**src/rtl/mod_sub.sv**
```systemverilog
// mod_sub: registered modular subtraction c = (a - b) mod q, one-cycle latency.
// Operands may reach 2q-1; two conditional corrections bring the difference into range.
module mod_sub #(
    parameter int QW = 23
) (
    input  logic          clk_i,
    input  logic          rst_i,
    input  logic          valid_i,
    input  logic [QW:0]   a_i,
    input  logic [QW:0]   b_i,
    input  logic [QW-1:0] q_i,
    output logic          valid_o,
    output logic [QW-1:0] c_o
);
    logic signed [QW+1:0] q_s, d, d1, d2;
    logic [QW-1:0] c_d, c_q;
    logic valid_q;
    always_comb begin
        q_s = $signed({2'b00, q_i});
        d   = $signed({1'b0, a_i}) - $signed({1'b0, b_i});
        // negative differences climb up by q, large ones come down by q, at most twice
        d1  = d[QW+1] ? d + q_s : (d >= q_s ? d - q_s : d);
        d2  = d[QW+1] ? (d1[QW+1] ? d1 + q_s : d1) : (d1 >= q_s ? d1 - q_s : d1);
        c_d = (q_i == '0) ? '0 : d2[QW-1:0];
    end
    always_ff @(posedge clk_i or posedge rst_i) begin
        if (rst_i) begin
            valid_q <= 1'b0;
            c_q     <= '0;
        end else begin
            valid_q <= valid_i;
            if (valid_i) c_q <= c_d;
        end
    end
    assign valid_o = valid_q;
    assign c_o     = c_q;
endmodule

```
**config.mk**
```make
export PLATFORM = sky130hd
export DESIGN_NAME = mod_sub
export DESIGN_NICKNAME = d
export VERILOG_FILES = /design/src/rtl/mod_sub.sv
export SDC_FILE = /design/constraint.sdc
export NUM_CORES = 1
export LEC_CHECK = 0
export BUFFER_PORTS_ARGS = -buffer_cell sky130_fd_sc_hd__clkbuf_2
export CAP_MARGIN = 20
export CORE_MARGIN = 2
export CORE_UTILIZATION = 61
export CTS_CLUSTER_DIAMETER = 80
export DETAILED_ROUTE_END_ITERATION = 16
export PLACE_DENSITY = 0.83
export SLEW_MARGIN = 15
export SYNTH_ARGS = -nofsm -noshare
export SYNTH_HDL_FRONTEND = slang
export SYNTH_SLANG_ARGS = --single-unit
export TNS_END_PERCENT = 10
```
**constraint.sdc**
```tcl
create_clock -name clk_i -period 1 [get_ports clk_i]
set_input_delay 0 -clock clk_i [delete_from_list [all_inputs] [get_ports clk_i]]
set_output_delay 0 -clock clk_i [all_outputs]
set_load 0.01 [all_outputs]
```
==> qor.tcl, run 1 <==
set qor(synth.lib_cells_used.distinct) 82
set qor(error_line) {[ERROR DPL-0033] detailed placement checks failed during check placement.}
set qor(ys_seq_elements) 24
set qor(flow.stopped_at) {clock tree synthesis}
set qor(netlist_area_before_placement_um2) 7710
set qor(io-pin-count) 98
set qor(clock_tree.htree_level_count) 1
set qor(post_cts.resized_instances) 58
set qor(status) {did not finish}
set qor(row_count) 41
set qor(area_share_of_the_largest_cell_type_after_synthesis_pct) 18.8
set qor(synthesized_nets) 1275
set qor(yosys.area.top_type) {ha_1}
set qor(async_flop_share_pct) 100
set qor(place_hpwl_mm) 31.1
set qor(dominant_synthesized_flop_cell) {dfrtp_1}
set qor(place_congestion) 1.08
set qor(initial_utilization_pct) 61.9
set qor(synth_enable_flop_cells) 0
set qor(clockBufferDepth) 2
set qor(avgSynthCellArea_um2) 7.14
set qor(y_dimension_of_the_die_um) 116
set qor(post_synth_main_area_contributors) {ha_1 19%, a21oi_1 8.0%, dfrtp_1 7.8%, xnor2_1 5.9%, inv_1 5.5%}
set qor(chipWidth_um) 116
set qor(postPlaceCellArea_um2) 11600
set qor(yosys_warnings) 0
set qor(post_cts.repair.setup_buffers) 29
set qor(io_buffers) 97
set qor(clock_tree.root_cell) {clkbuf_16}
set qor(ys_seq_area_share_pct) 7.79
set qor(cts_made_buffers) 3
set qor(cts.hold.buffers_added) 1
set qor(cts_num_sinks) 24
set qor(netlist_instances) 1080
==> cell families after synthesis <==
group | Yosys count | synth area share, %
AO/OA/AOI/OAI | 392 | 35.3
AND/OR/NAND/NOR | 303 | 18.8
buffers and inverters | 161 | 8.84
XOR/XNOR | 67 | 7.61
flip-flops | 24 | 7.79
multiplexers | 12 | 1.57
adder cells (fa/ha/maj) | 121 | 20.1
==> stage by stage <==
stage / TNS (ps) / cells / setup slack, ps
global placement: -134850 / 1738 / -5930
floorplan: -127330 / 1080 / -5650
detailed placement: -151630 / 1738 / -6750
==> cell usage after synthesis (17+ instances only) <==
cell / instances
a21oi_1: 123
ha_1: 116
inv_1: 114
nor2_1: 96
nand2_1: 64
xnor2_1: 52
o21ai_0: 42
nor3_1: 30
a211oi_1: 29
nand3_1: 26
dfrtp_1: 24
buf_2: 23
o21bai_1: 22
a21o_1: 19
nand2b_1: 17
==> inputs of run 2 (changes only) <==
Settings changed: CORE_UTILIZATION 61 to 40, CTS_CLUSTER_DIAMETER 80 to default, PLACE_DENSITY 0.83 to default, PLACE_DENSITY_LB_ADDON from default to 0.15.
==> run 2 against run 1 <==
Net effect: synthesized cell count did not move; synthesized area did not move; the flow now finishes, with violations (negative setup slack).
==> qor.tcl, run 2 <==
set qor(status) {complete, but fails checks} ;# was did not finish
set qor(violations_in_the_final_reports) {negative setup slack}
set qor(fmaxAchievable_mhz) 149
set qor(power.density_nw_per_um2) 2380
set qor(final_cell_mix) {489 x buf_4, 111 x inv_1, 110 x a21oi_1}
set qor(postPlaceCellArea_um2) 12000 ;# was 11,600 um^2
set qor(placement.setup.worst_slack_ps) -6310 ;# was -6750 ps
set qor(cp_data_arrival_time_ps) 6870
set qor(setup_ws_final_ps) -5720
set qor(worst-slew-pin-transition_ps) 583
set qor(hold_violations) 0
set qor(clock_tree.htree_level_count) 1 ;# unchanged
set qor(layout-area-overhead-vs-synth_pct) 65.2
set qor(synth.lib_cells_used.distinct) 82 ;# unchanged
set qor(chipWidth_um) 143 ;# was 116 um
set qor(met2_length_mm) 14.1
set qor(setup.worst_path.end_class) {register}
set qor(clock_tree.root_cell) {clkbuf_16} ;# unchanged
set qor(cts_num_sinks) 24 ;# unchanged
set qor(max_cap_viols) 0
set qor(synthesized_nets) 1275 ;# unchanged
set qor(cts_made_buffers) 3 ;# unchanged
set qor(netlist_area_before_placement_um2) 7710 ;# unchanged
set qor(timing.critical_path.buf_inv) 9
set qor(setup_total_negative_slack_ps) -129190
set qor(antennaDiodeCount) 0
set qor(fillCellCount) 1683
set qor(worst_ir_drop_vdd_mv) 0.848
set qor(setup.worst_path.class) {input pin to register}
set qor(finalMaxSlewViolations) 0
set qor(crit_path_frequent_cell) {buf_4}
set qor(io_buffers) 97 ;# unchanged
set qor(antenna_violating_nets_post_route) 0
set qor(fin_worst_skew_ps) 0
set qor(y_dimension_of_the_die_um) 143 ;# was 116 um
set qor(io-pin-count) 98 ;# unchanged
set qor(ys_seq_area_share_pct) 7.79 ;# unchanged
set qor(cellLeakagePower_nw) 6.43
set qor(drt-total-wl_mm) 30.5
set qor(global_route_wire_length_before_repair_mm) 48.6
set qor(dpl.cell_count) 1855 ;# was 1,738
set qor(yosys_warnings) 0 ;# unchanged
set qor(vias) 10093
set qor(grt_util_all_layers_pct) 29.7
set qor(route.layer.met1.wl_mm) 14.3
set qor(timing.critical_path.required_ps) 1150
set qor(timing.final.crit_period_ps) 6720
set qor(number_of_global_route_vias_before_repair) 9597
set qor(die_area_um2) 20400
set qor(place_congestion) 0.944 ;# was 1.08
set qor(dominant_synthesized_flop_cell) {dfrtp_1} ;# unchanged
set qor(min-delay-path-class) {input pin to register}
set qor(antenna_found_initial) 0
set qor(remaining_global_route_overflow) 0
set qor(netlist_instances) 1080 ;# unchanged
set qor(top_signal_layer_used) {met4}
set qor(yosys.area.top_type) {ha_1} ;# unchanged
set qor(met3_wirelength_mm) 1.48
set qor(top_cells_by_instance_count_after_synthesis) {123 x a21oi_1, 116 x ha_1, 114 x inv_1} ;# unchanged
set qor(worstSetupStartpointType) {input pin}
set qor(clockBufferDepth) 2 ;# unchanged
set qor(yosysMostFrequentCell) {a21oi_1} ;# unchanged
set qor(largest_net_degree_at_the_start_of_global_routing) 25
set qor(routedWlPerCell_um) 16.1
set qor(core_um2) 18800
set qor(layout.cells.non_filler) 1892
set qor(p_total_mw) 30.3
set qor(cpPeakStageDelay_ps) 390
set qor(finish.instance_area_um2) 12700
set qor(setup-violations-final) 23
set qor(row_count) 50 ;# was 41
set qor(rsz0062_at_grt) {true}
set qor(post_synth_main_area_contributors) {ha_1 19%, a21oi_1 8.0%, dfrtp_1 7.8%, xnor2_1 5.9%, inv_1 5.5%} ;# unchanged
set qor(postLayoutCoreUtil_pct) 67.7
set qor(drt_drc_violations_left) 0
set qor(drive_above_1_share_pct) 43.0
set qor(cts_tree) {yes}
set qor(ys_seq_elements) 24 ;# unchanged
set qor(layout.cells.most_common) {buf_4}
set qor(crit_family) {compound AO/OA/AOI/OAI gates}
set qor(timing.hold.ws_ps) 24.3
set qor(finish.net_count) 1828
set qor(place_hpwl_mm) 25.9 ;# was 31.1 mm
set qor(period_share_pct) 672
set qor(post_dr_vias_cell) 5.33
set qor(drtIter0Drc) 648
set qor(critical_path.slowest_cell) {fa_1}
set qor(flip_flop_count_of_the_largest_register_all_copies_and_words_added) 23
set qor(timing.max_slew.rel_slack_pct) 61.0
set qor(synth_enable_flop_cells) 0 ;# unchanged
set qor(initial_utilization_pct) 41.0 ;# was 61.9%
set qor(detail_route.first_pass.iterations) 5
set qor(clk_lat_worst_skew_ps) 260
set qor(area_share_of_the_largest_cell_type_after_synthesis_pct) 18.8 ;# unchanged
set qor(worst_setup_hold_path_clk_slew_ps) 60
set qor(cp_max_fo) 7
set qor(async_flop_share_pct) 100 ;# unchanged
set qor(avgSynthCellArea_um2) 7.14 ;# unchanged
run 2: cell counts after synthesis:
No cell type changed its count.
run 2: worst paths after layout:
check,cells past startpoint,slack [ps],endpoint,from
worst min-delay path,2,20,valid_o$_DFF_PP0_,valid_i
min in group asynchronous,4,300,c_o[21]$_DFFE_PP0P_,rst_i
worst max register to register,2,130,c_o[20]$_DFFE_PP0P_,c_o[20]$_DFFE_PP0P_
worst min register to register,1,490,c_o[2]$_DFFE_PP0P_,c_o[2]$_DFFE_PP0P_
worst max-delay path,38,-5720,c_o[20]$_DFFE_PP0P_,a_i[0]
max in group asynchronous,4,470,c_o[3]$_DFFE_PP0P_,rst_i
run 2: repair_timing:
item,4_1_cts,5_1_grt
pin swaps,39,28
cloned,2,0
buffers inserted,23,7
hold buffers,1,0
setup endpoints to repair,23,23
endpoints found under the hold margin,24,0
resized for setup,43,34
run 2: kinds of logic after synthesis:
family	synth area share, %
DFF	7.79
muxes	1.57
buffers and inverters	8.84
adders and majority gates	20.1
AOI/OAI and AO/OA	35.3
and+or+nand+nor	18.8
xor gates and xnor gates	7.61
run 2: where the power goes:
group	total (mW)	leakage, nW	internal, mW	switching, mW
Sequential	1.69	0.292	1.44	0.253
Combinational	27.5	6.09	14.1	13.4
Clock	1.14	0.0511	0.796	0.348
run 2: area by class of cell:
class                           count  area, um^2  share of cell area [%]
Sequential cell                    24         601                    4.71
Inverter                          114         435                    3.42
Tap cell                          260         325                    2.55
Timing Repair Buffer              594        4320                    33.9
Clock buffer                        3        75.1                   0.589
Multi-Input combinational cell    896        6960                    54.6
Clock inverter                      1        30.0                   0.236
run 2: metal layers:
layer	track usage, %	vias up
met5	0	-
met4	7.14	0
met3	0.704	36
met2	51.2	319
met1	41.2	4667
li1	-	5071
Note: power is estimated with default switching activity, not from simulation.
==> inputs of run 3 (changes only) <==
Settings changed: BUFFER_PORTS_ARGS -buffer_cell sky130_fd_sc_hd__clkbuf_2 to default, CORE_UTILIZATION 40 to 45, DONT_BUFFER_PORTS from default to 1.
==> run 3 against run 2 <==
Net effect: the run still ends with negative setup slack left; critical endpoint is now c_o[5]$_DFFE_PP0P_; die area fell by 11%; fmax rose by 0.88%; register-to-register slack got worse by 40 ps; power fell by 6.5%; combinational power fell by 7%; worst setup slack improved by 59 ps; hold slack improved by 40 ps.
==> qor.tcl, run 3 (same netlist as run 2, synthesis figures left out) <==
set qor(status) {complete, but fails checks} ;# unchanged
set qor(violations_in_the_final_reports) {negative setup slack} ;# unchanged
set qor(grt_util_met1_pct) 42.9 ;# was 41.2%
set qor(cp_data_arrival_time_ps) 6800 ;# was 6870 ps
set qor(p_total_mw) 28.4 ;# was 30.3 mW
set qor(cellLeakagePower_nw) 5.82 ;# was 6.43 nW
set qor(cpPeakStageDelay_ps) 460 ;# was 390 ps
set qor(drt_drc_violations_left) 0 ;# unchanged
set qor(min-delay-path-class) {input pin to async pin} ;# was input pin to register
set qor(cts_num_sinks) 24 ;# unchanged
set qor(fmaxAchievable_mhz) 150 ;# was 149 MHz
set qor(startpoint_of_the_worst_slack_reg_to_reg_timing_path) {c_o[20]$_DFFE_PP0P_} ;# unchanged
set qor(fillCellCount) 1446 ;# was 1,683
set qor(grt_util_all_layers_pct) 31.5 ;# was 29.7%
set qor(drt-total-wl_mm) 28.9 ;# was 30.5 mm
set qor(final_cell_mix) {456 x buf_4, 115 x a21oi_1, 111 x inv_1} ;# was 489 x buf_4, 111 x inv_1, 110 x a21oi_1
set qor(timing.max_slew.rel_slack_pct) 61.3 ;# was 61.0%
set qor(layout-area-overhead-vs-synth_pct) 52.3 ;# was 65.2%
set qor(placement.setup.worst_slack_ps) -6200 ;# was -6310 ps
set qor(cts_tree) {yes} ;# unchanged
set qor(die_area_um2) 18200 ;# was 20,400 um^2
set qor(grt_util_met3_pct) 2.21 ;# was 0.704%
set qor(power.density_nw_per_um2) 2420 ;# was 2380 nW/um^2
set qor(setup_ws_final_ps) -5660 ;# was -5720 ps
set qor(largest_net_degree_at_the_start_of_global_routing) 22 ;# was 25
set qor(io_buffers) 0 ;# was 97
set qor(global_route_wire_length_before_repair_mm) 46.2 ;# was 48.6 mm
set qor(regArea_um2) 601 ;# unchanged
set qor(cp_max_fo) 15 ;# was 7
set qor(layout.cells.most_common) {buf_4} ;# unchanged
set qor(flip_flop_count_of_the_largest_register_all_copies_and_words_added) 23 ;# unchanged
set qor(worst_setup_hold_path_clk_slew_ps) 60 ;# about the same
set qor(routedWlPerCell_um) 16.8 ;# was 16.1 um
set qor(antennaDiodeCount) 0 ;# unchanged
set qor(finalMaxSlewViolations) 0 ;# unchanged
set qor(clock_tree.root_cell) {clkbuf_16} ;# unchanged
set qor(fin_worst_skew_ps) 0 ;# unchanged
set qor(worst-slew-pin-transition_ps) 575 ;# was 583 ps
set qor(timing.final.crit_period_ps) 6660 ;# was 6720 ps
set qor(vias) 9571 ;# was 10,093
set qor(grt_util_met2_pct) 53.1 ;# was 51.2%
set qor(core_um2) 16600 ;# was 18,800 um^2
set qor(setup.worst_path.class) {input pin to register} ;# unchanged
set qor(critical_path.slowest_cell) {a2111o_1} ;# was fa_1
set qor(setup-violations-final) 23 ;# unchanged
set qor(post_dr_vias_cell) 5.56 ;# was 5.33
set qor(drtIter0Drc) 845 ;# was 648
set qor(y_dimension_of_the_die_um) 135 ;# was 143 um
set qor(place_congestion) 0.955 ;# was 0.944
set qor(antenna_violating_nets_post_route) 0 ;# unchanged
set qor(antenna_found_initial) 0 ;# unchanged
set qor(remaining_global_route_overflow) 0 ;# unchanged
set qor(setup.worst_path.end_class) {register} ;# unchanged
set qor(clockBufferDepth) 2 ;# unchanged
set qor(place_hpwl_mm) 24.7 ;# was 25.9 mm
set qor(initial_utilization_pct) 46.3 ;# was 41.0%
set qor(max_cap_viols) 0 ;# unchanged
set qor(multi_input_area_um2) 6790 ;# was 6960 um^2
set qor(clock_tree.htree_level_count) 1 ;# unchanged
set qor(chipWidth_um) 135 ;# was 143 um
set qor(io-pin-count) 98 ;# unchanged
set qor(busiest_layer) {met2} ;# unchanged
set qor(worstSetupStartpointType) {input pin} ;# unchanged
set qor(row_count) 47 ;# was 50
set qor(number_of_global_route_vias_before_repair) 9202 ;# was 9,597
set qor(timing.critical_path.required_ps) 1140 ;# was 1150 ps
set qor(clk_lat_worst_skew_ps) 250 ;# was 260 ps
set qor(rsz0062_at_grt) {true} ;# unchanged
set qor(worst_ir_drop_vdd_mv) 1.58 ;# was 0.848 mV
set qor(timing.critical_path.from) {a_i[0]} ;# unchanged
set qor(period_share_pct) 666 ;# was 672%
set qor(drive_above_1_share_pct) 36.5 ;# was 43.0%
set qor(finish.net_count) 1699 ;# was 1,828
set qor(hold_violations) 0 ;# unchanged
set qor(detail_route.first_pass.iterations) 5 ;# unchanged
set qor(cts_made_buffers) 3 ;# unchanged
## run 3: cell types whose count changed in the layout (fill, tap and decap cells not counted), sizes merged
cell,before,now
bufinv,1,0
dlygate4sd3,1,2
clkbuf,99,3
buf,497,463
## run 3: area by class of cell
| type | count | share of cell area, % |
|---|---|---|
| Clock buffer | 3 | 0.639 |
| Inverter | 114 | 3.71 |
| Sequential cell | 24 | 5.11 |
| Multi-Input combinational cell | 896 | 57.8 |
| Tap cell | 220 | 2.34 |
| Timing Repair Buffer | 465 | 30.4 |
## run 3: per-stage QoR
stage               cells  util [%]  instance area [um^2]  TNS (ps)  hold slack (ps)
finish               1722      70.6                 11700   -128170             64.0
global route         1722      70.6                 11700   -137520             91.5
CTS                  1718      70.4                 11700   -129020             66.0
detailed placement   1690      67.5                 11200   -140470             -214
global placement     1690      67.5                 11200   -135720             -222
floorplan            1080         -                  7920   -127330             14.6
## run 3: final timing paths
check / slack, ps / end / cells past startpoint
max: -5660 / c_o[5]$_DFFE_PP0P_ / 34
min: 60 / c_o[22]$_DFFE_PP0P_ / 2
max reg2reg: 90 / c_o[20]$_DFFE_PP0P_ / 2
min reg2reg: 510 / c_o[0]$_DFFE_PP0P_ / 2
max in group asynchronous: 450 / c_o[2]$_DFFE_PP0P_ / 3
min in group clk_i: 150 / c_o[15]$_DFFE_PP0P_ / 3
## run 3: critical path: cells and delay by family
kind	cells	cell delay [ps]
simple gates	7	1320
buf+inv	4	470
compound gates	18	3550
fa+ha+maj	4	1140
xor+xnor	1	300
## run 3: what timing repair did
action	in CTS	in global routing
gates resized for setup	33	5
pin swaps	37	10
hold buffers	2	0
endpoints found under the hold margin	29	0
setup endpoints to repair	23	23
cloned	2	0
buffers inserted	21	4
## run 3: where the power goes
group | total [mW] | leakage, nW | internal [mW] | switching [mW]
combinational | 25.7 | 5.49 | 13.3 | 12.4
sequential | 1.86 | 0.292 | 1.44 | 0.421
clock | 0.832 | 0.0370 | 0.528 | 0.304
## run 3: metal layers
| layer | vias up | part of all wire, % |
|---|---|---|
| met2 | 355 | 45 |
| met4 | 0 | 3.1 |
| met1 | 4349 | 46 |
| met3 | 58 | 6.0 |
| li1 | 4809 | - |
| met5 | - | 0 |
